File: src/rtl/bg_tile_fetcher.sv
// Background tile fetch engine: walks one scanline of tile columns, reads map index and
// both bitplane bytes over VRAM port A, and hands each row to the pixel FIFO.
module bg_tile_fetcher #(
    parameter int unsigned TILES_PER_LINE = 21,
    parameter logic [12:0] MAP0_BASE      = 13'h1800,
    parameter logic [12:0] MAP1_BASE      = 13'h1C00
) (
    input  logic        clock,
    input  logic        reset_n,
    input  logic        start,
    input  logic        abort,
    input  logic [7:0]  ly,
    input  logic [7:0]  scx,
    input  logic [7:0]  scy,
    input  logic        lcdc_map_sel,
    input  logic        lcdc_data_sel,
    output logic [12:0] vram_addrA,
    input  logic [7:0]  vram_outA,
    output logic [7:0]  row_lo,
    output logic [7:0]  row_hi,
    output logic        row_valid,
    input  logic        row_ready,
    output logic        busy,
    output logic        line_done
);

    localparam int unsigned ADDR_W = 13;
    localparam int unsigned DATA_W = 8;
    localparam int unsigned TX_W   = $clog2(TILES_PER_LINE + 1);

    typedef enum logic [2:0] {
        S_IDLE,
        S_MAP_ADDR,
        S_MAP_LATCH,
        S_LO_ADDR,
        S_LO_LATCH,
        S_HI_ADDR,
        S_HI_LATCH,
        S_PUSH
    } state_t;

    // Tile-map byte address for a given map row/column.
    function automatic logic [ADDR_W-1:0] map_addr_f(input logic       sel,
                                                     input logic [4:0] row,
                                                     input logic [4:0] col);
        return (sel ? MAP1_BASE : MAP0_BASE) + {3'b000, row, col};
    endfunction

    // Low-bitplane address of one tile row; signed mode indexes around 0x1000.
    function automatic logic [ADDR_W-1:0] tile_addr_f(input logic [DATA_W-1:0] idx,
                                                      input logic              unsigned_mode,
                                                      input logic [2:0]        fy);
        logic [ADDR_W-1:0] base;
        if (unsigned_mode) begin
            base = {1'b0, idx, 4'b0000};
        end else begin
            base = 13'h1000 + {idx[7], idx, 4'b0000};
        end
        return base + {9'd0, fy, 1'b0};
    endfunction

    state_t              state_q, state_d;
    logic [TX_W-1:0]     tile_x_q, tile_x_d;
    logic [2:0]          fine_y_q, fine_y_d;
    logic [4:0]          map_row_q, map_row_d;
    logic [4:0]          scx_col_q, scx_col_d;
    logic                map_sel_q, map_sel_d;
    logic                data_sel_q, data_sel_d;
    logic [DATA_W-1:0]   idx_q, idx_d;
    logic [ADDR_W-1:0]   addr_q, addr_d;
    logic [DATA_W-1:0]   row_lo_q, row_lo_d;
    logic [DATA_W-1:0]   row_hi_q, row_hi_d;
    logic                row_valid_q, row_valid_d;
    logic                busy_q, busy_d;
    logic                line_done_q, line_done_d;

    logic [7:0]          line_y;
    logic [TX_W-1:0]     tile_x_inc;
    logic [4:0]          next_col;
    logic                last_tile;
    logic                unused_scx_fine;

    assign line_y          = ly + scy;
    assign tile_x_inc      = tile_x_q + TX_W'(1);
    assign next_col        = scx_col_q + 5'(tile_x_inc);
    assign last_tile       = (tile_x_q == TX_W'(TILES_PER_LINE - 1));
    // Fine X scroll is applied downstream in the pixel FIFO.
    assign unused_scx_fine = ^scx[2:0];

    // Next-state and registered-output logic; abort overrides every transition.
    always_comb begin
        state_d     = state_q;
        tile_x_d    = tile_x_q;
        fine_y_d    = fine_y_q;
        map_row_d   = map_row_q;
        scx_col_d   = scx_col_q;
        map_sel_d   = map_sel_q;
        data_sel_d  = data_sel_q;
        idx_d       = idx_q;
        addr_d      = addr_q;
        row_lo_d    = row_lo_q;
        row_hi_d    = row_hi_q;
        row_valid_d = row_valid_q;
        line_done_d = 1'b0;

        if (abort) begin
            state_d     = S_IDLE;
            tile_x_d    = '0;
            row_valid_d = 1'b0;
        end else begin
            case (state_q)
                S_IDLE: begin
                    if (start) begin
                        state_d    = S_MAP_ADDR;
                        tile_x_d   = '0;
                        fine_y_d   = line_y[2:0];
                        map_row_d  = line_y[7:3];
                        scx_col_d  = scx[7:3];
                        map_sel_d  = lcdc_map_sel;
                        data_sel_d = lcdc_data_sel;
                        addr_d     = map_addr_f(lcdc_map_sel, line_y[7:3], scx[7:3]);
                    end
                end
                S_MAP_ADDR: state_d = S_MAP_LATCH;
                S_MAP_LATCH: begin
                    idx_d   = vram_outA;
                    addr_d  = tile_addr_f(vram_outA, data_sel_q, fine_y_q);
                    state_d = S_LO_ADDR;
                end
                S_LO_ADDR: state_d = S_LO_LATCH;
                S_LO_LATCH: begin
                    row_lo_d = vram_outA;
                    addr_d   = tile_addr_f(idx_q, data_sel_q, fine_y_q) + 13'd1;
                    state_d  = S_HI_ADDR;
                end
                S_HI_ADDR: state_d = S_HI_LATCH;
                S_HI_LATCH: begin
                    row_hi_d    = vram_outA;
                    row_valid_d = 1'b1;
                    state_d     = S_PUSH;
                end
                S_PUSH: begin
                    if (row_ready) begin
                        row_valid_d = 1'b0;
                        if (last_tile) begin
                            line_done_d = 1'b1;
                            state_d     = S_IDLE;
                        end else begin
                            tile_x_d = tile_x_inc;
                            addr_d   = map_addr_f(map_sel_q, map_row_q, next_col);
                            state_d  = S_MAP_ADDR;
                        end
                    end
                end
                default: state_d = S_IDLE;
            endcase
        end

        busy_d = (state_d != S_IDLE);
    end

    // State and datapath registers.
    always_ff @(posedge clock or negedge reset_n) begin
        if (!reset_n) begin
            state_q     <= S_IDLE;
            tile_x_q    <= '0;
            fine_y_q    <= '0;
            map_row_q   <= '0;
            scx_col_q   <= '0;
            map_sel_q   <= 1'b0;
            data_sel_q  <= 1'b0;
            idx_q       <= '0;
            addr_q      <= '0;
            row_lo_q    <= '0;
            row_hi_q    <= '0;
            row_valid_q <= 1'b0;
            busy_q      <= 1'b0;
            line_done_q <= 1'b0;
        end else begin
            state_q     <= state_d;
            tile_x_q    <= tile_x_d;
            fine_y_q    <= fine_y_d;
            map_row_q   <= map_row_d;
            scx_col_q   <= scx_col_d;
            map_sel_q   <= map_sel_d;
            data_sel_q  <= data_sel_d;
            idx_q       <= idx_d;
            addr_q      <= addr_d;
            row_lo_q    <= row_lo_d;
            row_hi_q    <= row_hi_d;
            row_valid_q <= row_valid_d;
            busy_q      <= busy_d;
            line_done_q <= line_done_d;
        end
    end

    assign vram_addrA = addr_q;
    assign row_lo     = row_lo_q;
    assign row_hi     = row_hi_q;
    assign row_valid  = row_valid_q;
    assign busy       = busy_q;
    assign line_done  = line_done_q;

endmodule

File: config.mk
export PLATFORM = sky130hd
export DESIGN_NAME = bg_tile_fetcher
export DESIGN_NICKNAME = d
export VERILOG_FILES = /design/src/rtl/bg_tile_fetcher.sv
export SDC_FILE = /design/constraint.sdc
export NUM_CORES = 1
export LEC_CHECK = 0
export CORE_MARGIN = 5
export CORE_UTILIZATION = 47
export CTS_CLUSTER_SIZE = 20
export DETAILED_ROUTE_END_ITERATION = 6
export GPL_TIMING_DRIVEN = 0
export PLACE_DENSITY = 0.77
export SLEW_MARGIN = 40
export SYNTH_ARGS = -nofsm -noshare
export SYNTH_HDL_FRONTEND = slang
export SYNTH_SLANG_ARGS = --single-unit
File: constraint.sdc
create_clock -name clock -period 1.9 [get_ports clock]
set_input_delay 0.475 -clock clock [delete_from_list [all_inputs] [get_ports clock]]
set_output_delay 0.475 -clock clock [all_outputs]
set_load 0.01 [all_outputs]
==> results.toml <==
[outcome]
status = "complete, but fails checks"
failed_checks = "setup timing"

[synthesis]
ys_ff_latch = 63
ys_seq_area_share_pct = 45.1
syn_nets = 368
yosysMostFrequentCell = "dfrtp_1"
synth_commonest_cells = "63 x dfrtp_1, 21 x nand2_1, 17 x nor2_1, 16 x mux2_1, 14 x o21ai_0"
synth_cell_types = 59
synth-main-ff-cell = "dfrtp_1"
ys_top_cells_by_area = "dfrtp_1 45%, mux2_1 5.2%, ha_1 4.7%"
synth_top_area_share_pct = 45.1
synth_cells = 314
yosysWarnings = 0
synth_edf_count = 0
synthArstFlopShare_pct = 100
synth_area_um2 = 3490
yosysTopAreaCell = "dfrtp_1"
avgSynthCellArea_um2 = 11.1

[worst_setup_path]
endpoint_kind = "flop"
crit_arrival_ns = 2.18
startpoint_type = "flop"
crit_type = "reg2reg"
worstPathRequired_ns = 2.12
reg2reg_setup_slack_ns = -0.06
crit_fanout = 3

[placement]
port_buffers = 67
hpwlAfterDp_um = 6240
place_congestion = 0.857

[timing]
rsz0062_at_grt = "yes"
hold_violations = 0
slew_violations = 0
fin_ws_ns = -0.0573
fin_worst_skew_ns = 0.00960
worst_slew_pin_slew_ns = 0.453
min_period_ns = 1.96
fin_crit_sh_pct = 103
max_freq_mhz = 511
final-setup-viol-count = 1
slew_headroom_pct = 69.7

[grt]
first_global_vias = 3048
antenna_found_initial = 0
grt_max_degree = 37
grtUsageMet1_pct = 26.7
grt-ovfl-total = 0
use_met2_pct = 34.3
grt_pass1_wl_um = 14900
track_usage_pct = 21.1
grtUsageMet3_pct = 6.18
grt.busiest_layer = "met2"

[clock_network]
hold_buffers = 0
cts.clk_slew.worst_paths_ns = 0.07
clock_sinks = 63
cts_max_level = 3
clk_latency_ns = 0.34
clockBufferDepth = 2
cts_buffers = 9
cts_tree = "done"
cts_root_buf = "clkbuf_8"

[power_and_ir_drop]
leakage_nw = 2.15
ir_drop_v = 0.000659
powerDensity_nw_per_um2 = 978
finalPower_mw = 4.85

[floorplan]
die_x_um = 96.2
core.rowCount = 31
top_level_ports = 71
dieArea_um2 = 9250
initial_core_util_pct = 48.1
fp.dieH_um = 96.2
coreArea_um2 = 7250

[routing]
drt_iter0_drc = 235
routed_via_density = 5.62
drcViolationCount = 0
dr_total_vias = 2885
wire_per_inst_um = 17.8
routed_wl_um = 9130
ant_nets = 0
first_pass_iters = 5

[final_layout]
fin_nets = 463
area_delta_synth_final_pct = 42.0
fin_util_pct = 68.3
drive_above_1_share_pct = 28.3
diodes = 0
fillers = 530

[job]
maxCapViolations = 0

[min_path]
hold_path.class = "in2async"
==> per-layer routing <==
layer  up-vias  part of all wire, %
li1       1334                    -
met1      1442                   41
met2        95                   51
met3        14                  5.8
met4         0                  1.7
met5         -                    0
==> report_power, final <==
group / internal [mW] / total [mW] / switching, mW / leakage [nW]
clock network: 0.774 / 1.29 / 0.518 / 0.110
logic: 0.950 / 1.63 / 0.683 / 1.26
registers: 1.70 / 1.92 / 0.223 / 0.783
total: 3.42 / 4.85 / 1.42 / 2.15
==> sequential cells by signal, indices dropped and copies added, names as in the netlist <==
signal / count
fine_y_q: 3
row_valid: 1
data_sel_q: 1
scx_col_q: 5
busy: 1
state_q: 3
tile_x_q: 5
vram_addrA: 13
row_hi: 8
idx_q: 8
line_done: 1
row_lo: 8
map_sel_q: 1
map_row_q: 5
==> layout make-up <==
class	count	area [um^2]	share of cell area (%)
clock buffer	11	141	2.85
buffer	14	124	2.50
tap	99	124	2.50
inverter	13	48.8	0.984
sequential	63	1580	31.8
timing repair buffer	85	866	17.5
multi-input combinational	223	1990	40.2
clock inverter	5	81.3	1.64
==> final timing paths <==
kind | from | endpoint | cells after the start
min in group clock | row_hi[1]$_DFFE_PN0P_ | row_hi[1]$_DFFE_PN0P_ | 1
max in group asynchronous | reset_n | row_lo[7]$_DFFE_PN0P_ | 2
worst min-delay path | reset_n | fine_y_q[1]$_DFFE_PN0P_ | 1
worst max register to register | tile_x_q[0]$_DFFE_PN0P_ | vram_addrA[4]$_DFFE_PN0P_ | 9
worst max-delay path | tile_x_q[0]$_DFFE_PN0P_ | vram_addrA[4]$_DFFE_PN0P_ | 9
worst min register to register | row_hi[1]$_DFFE_PN0P_ | row_hi[1]$_DFFE_PN0P_ | 1
==> cell usage in the layout, fill, tap and decap left out, types with 3 or more instances in the layout <==
master / n
buf_8: 3
buf_12: 3
nand2b_1: 4
a22oi_1: 3
xor2_1: 3
nand2_2: 3
inv_2: 6
xnor2_1: 6
mux2_4: 9
nor2b_1: 3
nand3_1: 6
buf_4: 16
o21ai_1: 15
a21o_1: 6
mux2_2: 10
dlygate4sd2_1: 5
inv_1: 7
clkdlybuf4s50_1: 55
dlymetal6s2s_1: 3
ha_1: 3
buf_2: 4
nand2_1: 19
a22o_1: 6
o22ai_1: 3
nor3_1: 5
ha_4: 8
dfrtp_1: 62
clkbuf_8: 10
mux2_1: 16
nor2_1: 15
nand3b_1: 4
a211oi_2: 3
a21oi_1: 12
o21ai_0: 10
==> logic make-up (layout without fill, tap and decap cells) <==
group | count (synthesis) | count (layout) | share of synthesized area [%]
DFF | 63 | 63 | 45.1
adders and majority gates | 15 | 15 | 5.80
AOI/OAI and AO/OA | 82 | 82 | 16.2
and+or+nand+nor | 79 | 79 | 12.9
buffers and inverters | 28 | 128 | 4.34
muxes | 35 | 35 | 12.3
xor gates and xnor gates | 12 | 12 | 3.40
==> through the flow <==
step	cell area (um^2)	instances	setup TNS (ns)	setup WS, ns	hold slack, ns
3_3_place_gp	4320	480	-128.01	-1.69	0.460
3_5_place_dp	4340	481	-24.00	-0.726	0.422
5_1_grt	4960	513	-0.528	-0.133	0.0582
2_1_floorplan	3520	314	-0.0109	-0.0109	0.179
6_report	4960	513	-0.0573	-0.0573	0.0537
4_1_cts	4790	508	-0.163	-0.0616	0.0532
==> critical path: stages (launching register included) <==
cell,delay (ns)
dfrtp_1,0.40
inv_2,0.08
ha_4,0.27
inv_2,0.04
fa_2,0.35
nand2b_4,0.15
o2bb2ai_2,0.12
xnor3_1,0.22
a2bb2oi_2,0.14
o21ai_1,0.08
==> what timing repair did <==
action / CTS / global route
setup buffers: 12 / 2
setup endpoints to repair: 37 / 31
pin swaps: 17 / 15
cloned: 0 / 3
resized for setup: 45 / 27
Note: power is estimated with default switching activity, not from simulation.
